File: config.mk
export PLATFORM = sky130hd
export DESIGN_NAME = imm_gen_pipe
export DESIGN_NICKNAME = d
export VERILOG_FILES = /design/src/rtl/riscv_pkg.sv /design/src/rtl/imm_decode.sv /design/src/rtl/imm_gen_pipe.sv
export SDC_FILE = /design/constraint.sdc
export NUM_CORES = 1
export LEC_CHECK = 0
export ABC_AREA = 1
export BUFFER_PORTS_ARGS = -buffer_cell sky130_fd_sc_hd__buf_2
export CAP_MARGIN = 20
export CORE_ASPECT_RATIO = 0.6
export CORE_UTILIZATION = 35
export CTS_CLUSTER_SIZE = 10
export DETAILED_ROUTE_END_ITERATION = 7
export GPL_ROUTABILITY_DRIVEN = 0
export SLEW_MARGIN = 20
export SYNTH_ARGS = -nofsm -noshare
export SYNTH_HDL_FRONTEND = slang
export SYNTH_HIERARCHICAL = 1
export SYNTH_SLANG_ARGS = --single-unit
File: constraint.sdc
create_clock -name clk -period 1.6 [get_ports clk]
set_input_delay 0.16 -clock clk [delete_from_list [all_inputs] [get_ports clk]]
set_output_delay 0.16 -clock clk [all_outputs]
set_load 0.01 [all_outputs]
File: src/rtl/riscv_pkg.sv
// rtl/riscv_pkg.sv - shared immediate-format encodings and XLEN default
package riscv_pkg;

  localparam int XLEN_DEFAULT = 32;

  typedef enum logic [2:0] {
    IMM_I     = 3'b000,
    IMM_S     = 3'b001,
    IMM_B     = 3'b010,
    IMM_J     = 3'b011,
    IMM_U     = 3'b100,
    IMM_SHAMT = 3'b101,
    IMM_RSV6  = 3'b110,
    IMM_RSV7  = 3'b111
  } immsrc_e;

endpackage

File: src/rtl/imm_decode.sv
// rtl/imm_decode.sv - combinational immediate extraction from instruction bits [31:7]
module imm_decode
  import riscv_pkg::*;
#(
  parameter int XLEN = XLEN_DEFAULT
) (
  input  logic [24:0]     instr,
  input  immsrc_e         immsrc,
  output logic [XLEN-1:0] immext,
  output logic            illegal
);

  // instr[k] holds original instruction bit k+7
  always_comb begin
    immext  = '0;
    illegal = 1'b0;
    unique case (immsrc)
      IMM_I: immext = XLEN'($signed(instr[24:13]));
      IMM_S: immext = XLEN'($signed({instr[24:18], instr[4:0]}));
      IMM_B: immext = XLEN'($signed({instr[24], instr[0], instr[23:18], instr[4:1], 1'b0}));
      IMM_J: immext = XLEN'($signed({instr[24], instr[12:5], instr[13], instr[23:14], 1'b0}));
      IMM_U: immext = XLEN'($signed({instr[24:5], 12'b0}));
      IMM_SHAMT: begin
        if (XLEN == 64) immext = XLEN'(instr[18:13]);
        else            immext = XLEN'(instr[17:13]);
      end
      default: begin
        immext  = '0;
        illegal = 1'b1;
      end
    endcase
  end

endmodule

File: src/rtl/imm_gen_pipe.sv
// rtl/imm_gen_pipe.sv - one-cycle elastic pipeline stage around the immediate decoder
module imm_gen_pipe
  import riscv_pkg::*;
#(
  parameter int XLEN  = XLEN_DEFAULT,
  parameter int TAG_W = 32,
  parameter int SKID  = 1
) (
  input  logic             clk,
  input  logic             reset,
  input  logic             flush,
  input  logic             in_valid,
  output logic             in_ready,
  input  logic [24:0]      instr,
  input  logic [2:0]       immsrc,
  input  logic [TAG_W-1:0] in_tag,
  output logic             out_valid,
  input  logic             out_ready,
  output logic [XLEN-1:0]  immext,
  output logic [TAG_W-1:0] out_tag,
  output logic             illegal
);

  logic [XLEN-1:0]  dec_imm;
  logic             dec_ill;

  imm_decode #(.XLEN(XLEN)) u_dec (
    .instr   (instr),
    .immsrc  (immsrc_e'(immsrc)),
    .immext  (dec_imm),
    .illegal (dec_ill)
  );

  logic             main_valid_q, main_valid_d;
  logic [XLEN-1:0]  main_imm_q,   main_imm_d;
  logic [TAG_W-1:0] main_tag_q,   main_tag_d;
  logic             main_ill_q,   main_ill_d;
  logic             skid_valid_q, skid_valid_d;
  logic [XLEN-1:0]  skid_imm_q,   skid_imm_d;
  logic [TAG_W-1:0] skid_tag_q,   skid_tag_d;
  logic             skid_ill_q,   skid_ill_d;
  logic             in_fire, out_fire;

  // Without a skid register the stage can only accept when main empties this cycle
  generate
    if (SKID != 0) begin : g_skid
      assign in_ready = !skid_valid_q;
    end else begin : g_noskid
      assign in_ready = !main_valid_q || out_ready;
    end
  endgenerate

  assign in_fire  = in_valid && in_ready;
  assign out_fire = main_valid_q && out_ready;

  always_comb begin
    main_valid_d = main_valid_q;
    main_imm_d   = main_imm_q;
    main_tag_d   = main_tag_q;
    main_ill_d   = main_ill_q;
    skid_valid_d = skid_valid_q;
    skid_imm_d   = skid_imm_q;
    skid_tag_d   = skid_tag_q;
    skid_ill_d   = skid_ill_q;
    if (flush) begin
      main_valid_d = 1'b0;
      skid_valid_d = 1'b0;
    end else if (!main_valid_q || out_fire) begin
      // skid is only ever occupied while in_ready is low, so no input competes with it
      if (skid_valid_q) begin
        main_valid_d = 1'b1;
        main_imm_d   = skid_imm_q;
        main_tag_d   = skid_tag_q;
        main_ill_d   = skid_ill_q;
        skid_valid_d = 1'b0;
      end else if (in_fire) begin
        main_valid_d = 1'b1;
        main_imm_d   = dec_imm;
        main_tag_d   = in_tag;
        main_ill_d   = dec_ill;
      end else begin
        main_valid_d = 1'b0;
      end
    end else if (in_fire) begin
      skid_valid_d = 1'b1;
      skid_imm_d   = dec_imm;
      skid_tag_d   = in_tag;
      skid_ill_d   = dec_ill;
    end
  end

  always_ff @(posedge clk) begin
    if (reset) begin
      main_valid_q <= 1'b0;
      main_imm_q   <= '0;
      main_tag_q   <= '0;
      main_ill_q   <= 1'b0;
      skid_valid_q <= 1'b0;
      skid_imm_q   <= '0;
      skid_tag_q   <= '0;
      skid_ill_q   <= 1'b0;
    end else begin
      main_valid_q <= main_valid_d;
      main_imm_q   <= main_imm_d;
      main_tag_q   <= main_tag_d;
      main_ill_q   <= main_ill_d;
      skid_valid_q <= skid_valid_d;
      skid_imm_q   <= skid_imm_d;
      skid_tag_q   <= skid_tag_d;
      skid_ill_q   <= skid_ill_d;
    end
  end

  assign out_valid = main_valid_q;
  assign immext    = main_imm_q;
  assign out_tag   = main_tag_q;
  assign illegal   = main_ill_q;

endmodule

==> qor.csv, run 1 <==
metric;value;unit
GRT Total Usage;18.0;%
Startpoint Class;register;
total leakage power;4.13;nW
Synth Flop Type;dfxtp_1;
core box area;18200;µm²
sequential area share after synthesis;40.3;%
critical path required time;1.91;ns
clock slew seen by the registers of the worst setup and hold paths;0.06;ns
Ports;132;
H-tree Lvls;4;
Tmin final;1.41;ns
initial antenna violation count;0;
flop and latch count out of synthesis;132;
final std cells w/o fill;1430;
# fillers;1991;
Power, Total;0.00874;W
Die Area;19300;µm²
Fin Clk Skew;0.00843;ns
antenna-violating nets left;0;
syn avg cell area;6.08;µm²
Hold Path Stages;5;
largest net degree at the start of global routing;93;
die span in y;108;µm
DRC;0;
synth top area cells;dfxtp_1 40%, nand2_1 17%, nor2_1 15%;
initial drt markers;413;
Worst R2R End;skid_imm_q[0]$_SDFFE_PP0P_;
area leader, netlist;dfxtp_1;
count of input and output buffers;131;
Worst Setup End Kind;register;
Post-Synthesis Cells;1078;
Syn Std Cell Area;6560;µm²
cts repair resizes;0;
WL final;16.8;mm
Die X;179;µm
worst endpoint data arrival time;1.71;ns
# Post-CTS Setup Buffers;0;
FMAX;0.709;GHz
Final Slew Violations;0;
hold crit path type;in -> reg;
Area Overhead vs Synth;23.1;%
hold wc startpoint;in_tag[29];
initial core utilization;36.0;%
Net Count, Synth;1143;
reg-to-reg setup timing slack;0.19;ns
Slew @ Worst Pin;0.441;ns
R2R depth;6;
RSZ-0062 raised after global routing;false;
Skew-Pair Late Insertion Delay;0.42;ns
CP Launch Point;out_valid$_SDFFE_PP0P_;
Root Driver;clkbuf_16;
Setup-failing EPs final;0;
critical path type;reg -> reg;
Post-synth top cells;301 x nand2_1, 270 x nor2_1, 143 x inv_1, 132 x dfxtp_1, 78 x nand3_1;
peak supply drop;747;µV
reg-to-reg startpoint;out_valid$_SDFFE_PP0P_;
TritonCTS Buffers;17;
DR WL/cell;11.7;µm
Layout Nets;1242;
MaxCap Viol Count;0;
ANT cells;0;
Post-synth EDFFs;0;
final setup TNS;0;ns
Final Hold Fails;0;
Syn. warnings;6;
Inst Count DP;1396;
count leader, synth;nand2_1;
Slew headroom;70.3;%
Tcrit/Tclk final;88.1;%
CP max FO;65;
layout cells sized above 1;16.6;%
clock sink count;132;
Post-synth ARST share;0;%
first-pass GRT wire length;27.5;mm
Clock Path Buffers;2;
status;completed;
vias per inst;4.40;
CTS tree;built;
Synth top area share;40.3;%
gr ovfl total;0;
Netlist cell types;21;
vias in the first global route;5512;
Worst Hold End;skid_tag_q[29]$_SDFFE_PP0P_;
Final HPWL DP;10.6;mm
DR pass1 iterations;5;
Via Count;6292;
PwrDens;1080;nW/µm²
row cnt;38;
## worst max-delay path, stage by stage (launching register included)
cell     delay (ns)
dfxtp_1        0.32
nand2_1        0.21
nor2_4         0.18
buf_12         0.31
nand3_1        0.13
nand2_1        0.08
nor2_1         0.04
## kinds of logic (layout without fill, tap and decap cells)
family	after synthesis	count (layout)	share of synthesized area, %
simple gates	659	659	40.0
compound gates	74	74	6.01
flops	132	132	40.3
buf+inv	213	325	13.7
## area by class of cell
type / count / area (µm²) / share of cell area [%]
clock buffer: 17 / 425 / 5.27
clock inverter: 15 / 203 / 2.51
inverter: 147 / 554 / 6.87
multi-input combinational: 733 / 3050 / 37.7
sequential: 132 / 2650 / 32.8
tap: 240 / 300 / 3.72
timing repair buffer: 146 / 898 / 11.1
## per-stage QoR
stage | worst slack (ns) | hold WS, ns | util [%] | cell area [µm²]
finish | 0.190 | 0.0711 | 44.3 | 8070
global route | 0.0678 | 0.0793 | 44.3 | 8070
CTS | 0.210 | 0.0566 | 44.3 | 8070
detailed placement | 0.188 | 0.416 | 40.8 | 7430
global placement | 0.227 | 0.422 | 40.8 | 7430
floorplan | 0.253 | 0.263 | - | 6560
## routing by layer
| metal | vias to the layer above | part of all wire [%] | global-route usage, % |
|---|---|---|---|
| met5 | - | 0 | 0 |
| met4 | 0 | 0.75 | 4.30 |
| met3 | 12 | 5.8 | 5.10 |
| met2 | 129 | 39 | 25.2 |
| met1 | 2734 | 54 | 26.8 |
| li1 | 3417 | - | - |
## flip-flops by register name, summed over array words and instances (netlist names)
name,count
skid_ill_q,1
illegal,1
skid_imm_q,32
out_tag,32
immext,32
out_valid,1
skid_tag_q,32
skid_valid_q,1
## worst max path at each step
stage | endpoint | slack [ns] | cells after the start
2_1_floorplan | skid_tag_q[12]$_SDFFE_PP0P_ | 0.25 | 7
3_3_place_gp | skid_imm_q[0]$_SDFFE_PP0P_ | 0.23 | 6
3_5_place_dp | immext[3]$_SDFFE_PP0P_ | 0.19 | 10
4_1_cts | skid_imm_q[16]$_SDFFE_PP0P_ | 0.21 | 6
5_1_grt | out_tag[7]$_SDFFE_PP0P_ | 0.07 | 6
6_report | skid_imm_q[0]$_SDFFE_PP0P_ | 0.19 | 6
## power by group
part | leakage [nW] | switching, W | internal (W)
clock network | 0.301 | 0.00156 | 0.00262
registers | 1.08 | 0.0000705 | 0.00343
logic | 2.75 | 0.000662 | 0.000393
## cell usage in the layout, fill, tap and decap left out, types with 2 or more instances in the layout
master / n
buf_12: 10
buf_2: 131
buf_4: 3
bufinv_16: 4
clkbuf_16: 17
clkinv_2: 2
clkinv_4: 2
clkinvlp_4: 3
dfxtp_1: 131
dlygate4sd3_1: 2
inv_1: 143
inv_2: 3
inv_4: 2
inv_6: 3
nand2_1: 301
nand2_2: 2
nand2_4: 2
nand3_1: 78
nand3_2: 2
nand4_1: 2
nor2_1: 267
nor2_4: 4
o21ai_0: 67
o21ai_2: 5
## timing repair
item,4_1_cts,5_1_grt
hold buffers,2,0
setup endpoints to repair,0,0
endpoints found under the hold margin,1,0
No activity file was read; power rests on OpenSTA's default activity.
==> inputs of run 2 (changes only) <==
- RECOVER_POWER: not set -> 25
==> qor.csv, run 2 (same netlist as run 1, synthesis figures left out) <==
metric;value;unit;change
hold crit path type;in -> reg;;
H-tree Lvls;4;;unchanged
Sw Share;26.3;%;+0.062 points
commonest non-fill, non-tap cell in the layout;nand2_1;;
Die Area;19300;µm²;unchanged
row cnt;38;;unchanged
status;completed;;
worst endpoint data arrival time;1.72;ns;about the same
net switching power;0.00230;W;about the same
Tcrit/Tclk final;88.1;%;about the same
DR pass1 iterations;5;;unchanged
CP max FO;65;;unchanged
Clock Path Buffers;2;;unchanged
Ports;132;;unchanged
final setup TNS;0;ns;unchanged
most frequent cells in the layout;301 x nand2_1, 267 x nor2_1, 143 x inv_1, 131 x dfxtp_1, 82 x buf_2;;
clock slew seen by the registers of the worst setup and hold paths;0.06;ns;about the same
Slew headroom;70.2;%;-0.13 points
Final Hold Fails;0;;unchanged
reg-to-reg startpoint;out_valid$_SDFFE_PP0P_;;
Root Driver;clkbuf_16;;
Skew-Pair Late Insertion Delay;0.41;ns;about the same
Storage cell area;2650;µm²;unchanged
peak supply drop;753;µV;+0.84%
# fillers;2020;;+1.5%
Worst Setup End Kind;register;;
final hold slack;0.0735;ns;+0.00242 ns
Area Overhead vs Synth;22.2;%;
core box area;18200;µm²;unchanged
Fin Clk Skew;0.00816;ns;-0.000264 ns
GRT Total Usage;18.0;%;unchanged
Worst Hold End;skid_tag_q[16]$_SDFFE_PP0P_;;
ANT cells;0;;unchanged
critical path type;reg -> reg;;
Layout Nets;1242;;unchanged
worst slack, placed;0.188;ns;unchanged
clock sink count;132;;unchanged
Hold Path Stages;5;;unchanged
Inst Count DP;1396;;unchanged
first-pass GRT wire length;27.5;mm;unchanged
antenna-violating nets left;0;;unchanged
initial drt markers;413;;unchanged
total leakage power;3.94;nW;-4.6%
WL final;16.8;mm;about the same
vias per inst;4.40;;about the same
worst setup margin;0.190;ns;+0.000190 ns
gr ovfl total;0;;unchanged
Comb pwr share;11.8;%;-0.3 points
critical path required time;1.91;ns;about the same
Reg power frac;40.2;%;+0.2 points
Final HPWL DP;10.6;mm;unchanged
initial core utilization;36.0;%;unchanged
TritonCTS Buffers;17;;unchanged
R2R depth;6;;unchanged
Power, Total;0.00872;W;-0.27%
Via Count;6296;;+0.064%
Final Slew Violations;0;;unchanged
FMAX;0.709;GHz;about the same
Worst R2R End;skid_imm_q[16]$_SDFFE_PP0P_;;
MaxCap Viol Count;0;;unchanged
Startpoint Class;register;;
largest net degree at the start of global routing;93;;unchanged
DR WL/cell;11.7;µm;about the same
Die X;179;µm;unchanged
DRC;0;;unchanged
vias in the first global route;5512;;unchanged
layout cells sized above 1;12.4;%;-4.1 points
cts repair resizes;0;;unchanged
cell internal pwr;0.00642;W;-0.35%
CTS tree;built;;
PwrDens;1090;nW/µm²;+0.49%
final std cells w/o fill;1430;;unchanged
reg-to-reg setup timing slack;0.19;ns;about the same
initial antenna violation count;0;;unchanged
Tmin final;1.41;ns;-0.000190 ns
Setup-failing EPs final;0;;unchanged
die span in y;108;µm;unchanged
Slew @ Worst Pin;0.443;ns;+0.00194 ns
hold wc startpoint;in_tag[16];;
count of input and output buffers;131;;unchanged
multi-input logic area;3050;µm²;unchanged
RSZ-0062 raised after global routing;false;;
part of the power in the clock network;48.0;%;about the same
[run 2: cell type report]
class,count,area share [%]
Sequential cell,132,33.0
Timing Repair Buffer,146,10.4
Clock buffer,17,5.31
Clock inverter,15,2.53
Inverter,147,6.92
Multi-Input combinational cell,733,38.0
Tap cell,240,3.75
[run 2: through the flow]
step           util (%)  area (µm²)
3_5_place_dp       40.8        7430
2_1_floorplan         -        6560
4_1_cts            44.3        8070
5_1_grt            44.0        8010
3_3_place_gp       40.8        7430
6_report           44.0        8010
[run 2: how the worst max path moves through the flow]
stage	start	to	cells after the start
CTS	out_valid$_SDFFE_PP0P_	skid_imm_q[16]$_SDFFE_PP0P_	6
finish	out_valid$_SDFFE_PP0P_	skid_imm_q[16]$_SDFFE_PP0P_	6
floorplan	out_valid$_SDFFE_PP0P_	skid_tag_q[12]$_SDFFE_PP0P_	7
global placement	out_valid$_SDFFE_PP0P_	skid_imm_q[0]$_SDFFE_PP0P_	6
detailed placement	immsrc[1]	immext[3]$_SDFFE_PP0P_	10
global route	out_valid$_SDFFE_PP0P_	out_tag[7]$_SDFFE_PP0P_	6
[run 2: critical path: stages (launching register included)]
cell and delay [ns]:
dfxtp_1 0.32, nand2_1 0.21, nor2_4 0.18, buf_12 0.31
nand3_1 0.13, nand2_1 0.09, nor2_1 0.04
[run 2: layer usage]
layer	up-vias	global-route usage, %	wire length (µm)
li1	3420	-	-
met1	2700	26.8	9030
met2	162	25.2	6490
met3	14	5.10	1130
met4	0	4.30	131
met5	-	0	0
[run 2: timing repair]
item                                   in CTS  in global routing
hold buffers                                2                  0
setup buffers                               0                  0
endpoints found under the hold margin       1                  0
[run 2: power by group through the flow]
| stage | Sequential, W | Combinational (W) | Clock (W) |
|---|---|---|---|
| after global placement | 0.00357 | 0.00105 | 0 |
| after global routing | 0.00352 | 0.00119 | 0.00445 |
| final | 0.00350 | 0.00103 | 0.00418 |
| after CTS | 0.00350 | 0.00107 | 0.00429 |
| after detailed placement | 0.00357 | 0.00106 | 0 |
| after floorplan | 0.00362 | 0.000621 | 0 |
==> inputs of run 3 (changes only) <==
- PLACE_DENSITY: not set -> 0.58
- RECOVER_POWER: 25 -> 50
==> qor.csv, run 3 (same netlist as run 1, synthesis figures left out) <==
metric;value;unit;change
status;completed;;
Slew @ Worst Pin;0.457;ns;+0.0146 ns
Slew headroom;69.5;%;-0.66 points
row cnt;38;;unchanged
die span in y;108;µm;unchanged
Root Driver;clkbuf_16;;
CTS tree;built;;
TritonCTS Buffers;17;;unchanged
Die Area;19300;µm²;unchanged
Fin Clk Skew;0.0154;ns;+0.00727 ns
DR WL/cell;12.1;µm;+2.8%
Via Count;6240;;-0.89%
peak supply drop;822;µV;+9.1%
clock sink count;132;;unchanged
initial drt markers;420;;+1.7%
Worst Setup End Kind;register;;
Inst Count DP;1397;;+0.072%
DRC;0;;unchanged
final setup TNS;0;ns;unchanged
vias in the first global route;5509;;-0.054%
post-layout util;43.6;%;-0.36 points
gr ovfl total;0;;unchanged
Final Hold Fails;0;;unchanged
Final Slew Violations;0;;unchanged
critical path required time;1.97;ns;+0.06 ns
first-pass GRT wire length;28.3;mm;+2.8%
largest net degree at the start of global routing;97;;+4.3%
CP max FO;5;;-92%
Startpoint Class;register;;
core box area;18200;µm²;unchanged
clock slew seen by the registers of the worst setup and hold paths;0.06;ns;about the same
commonest non-fill, non-tap cell in the layout;nand2_1;;
Area Overhead vs Synth;21.2;%;
DR pass1 iterations;4;;-1
Skew-Pair Late Insertion Delay;0.43;ns;+0.02 ns
Die X;179;µm;unchanged
Setup-failing EPs final;0;;unchanged
GRT Total Usage;18.7;%;+0.65 points
H-tree Lvls;4;;unchanged
Clock Path Buffers;2;;unchanged
vias per inst;4.36;;-0.89%
Power, Total;0.00839;W;-3.8%
most frequent cells in the layout;301 x nand2_1, 267 x nor2_1, 143 x inv_1, 131 x dfxtp_1, 78 x nand3_1;;
Layout Nets;1243;;+0.081%
worst endpoint data arrival time;1.79;ns;+0.07 ns
Tmin final;1.42;ns;+0.0136 ns
MaxCap Viol Count;0;;unchanged
PwrDens;1060;nW/µm²;-3.0%
cts repair resizes;0;;unchanged
WL final;17.3;mm;+2.8%
Tcrit/Tclk final;88.9;%;+0.85 points
initial core utilization;36.0;%;unchanged
Ports;132;;unchanged
total leakage power;3.85;nW;-2.1%
critical path type;reg -> reg;;
final std cells w/o fill;1430;;unchanged
# fillers;1966;;-2.7%
Placed Area;7450;µm²;+0.27%
ANT cells;0;;unchanged
hold crit path type;in -> reg;;
count of input and output buffers;131;;unchanged
FMAX;0.703;GHz;-0.96%
layout cells sized above 1;10.9;%;-1.5 points
Final Instance Area;7950;µm²;-0.81%
initial antenna violation count;0;;unchanged
Final HPWL DP;11.0;mm;+3.2%
antenna-violating nets left;0;;unchanged
RSZ-0062 raised after global routing;false;;
-- run 3: cell count changes in the layout (fill, tap and decap cells not counted) --
| cell | before | now |
|---|---|---|
| buf_2 | 82 | 64 |
| clkbuf_8 | 0 | 1 |
| clkinv_2 | 2 | 4 |
| clkbuf_1 | 49 | 67 |
| clkinv_4 | 2 | 3 |
| buf_6 | 0 | 1 |
| inv_6 | 3 | 0 |
| bufinv_16 | 4 | 2 |
-- run 3: per-layer routing --
metal  global-route usage [%]  wire, µm
met1                     28.7      9730
met2                     25.1      6610
met3                     3.94       754
met4                     6.36       167
met5                        0         0
-- run 3: path summary, 6_finish.rpt --
check | to | cells after the start | slack [ns] | startpoint
worst max register to register | out_valid$_SDFFE_PP0P_ | 3 | 0.18 | out_valid$_SDFFE_PP0P_
worst min register to register | skid_imm_q[23]$_SDFFE_PP0P_ | 2 | 0.48 | skid_imm_q[23]$_SDFFE_PP0P_
worst min-delay path | skid_tag_q[20]$_SDFFE_PP0P_ | 5 | 0.07 | in_tag[20]
worst max-delay path | out_valid$_SDFFE_PP0P_ | 3 | 0.18 | out_valid$_SDFFE_PP0P_
-- run 3: power by group --
part	total, W	internal, W	switching, W
logic	0.00103	0.000360	0.000666
clock network	0.00385	0.00232	0.00153
registers	0.00351	0.00343	0.0000780
-- run 3: repair_timing --
action / CTS / global route
hold buffers: 2 / 0
hold endpoints to repair: 1 / 0
setup buffers: 0 / 0
-- run 3: cell type report --
type / count / area, µm² / share of cell area [%]
clock buffers: 18 / 439 / 5.53
clock inverters: 13 / 135 / 1.70
inverters: 147 / 554 / 6.97
multi-input cells: 733 / 3050 / 38.3
flip-flops and latches: 132 / 2650 / 33.3
well taps: 240 / 300 / 3.78
repair buffers: 147 / 826 / 10.4
-- run 3: through the flow --
stage               setup WS (ns)  hold WS [ns]
floorplan                   0.253         0.263
global placement            0.191         0.420
detailed placement          0.180         0.418
CTS                         0.181        0.0560
global route               0.0643        0.0831
finish                      0.177        0.0674
-- run 3: critical path, stage by stage (launching register included) --
cell and delay (ns):
dfxtp_1 0.32, nand2_1 0.20, o31ai_1 0.26, dlygate4sd3_1 0.58
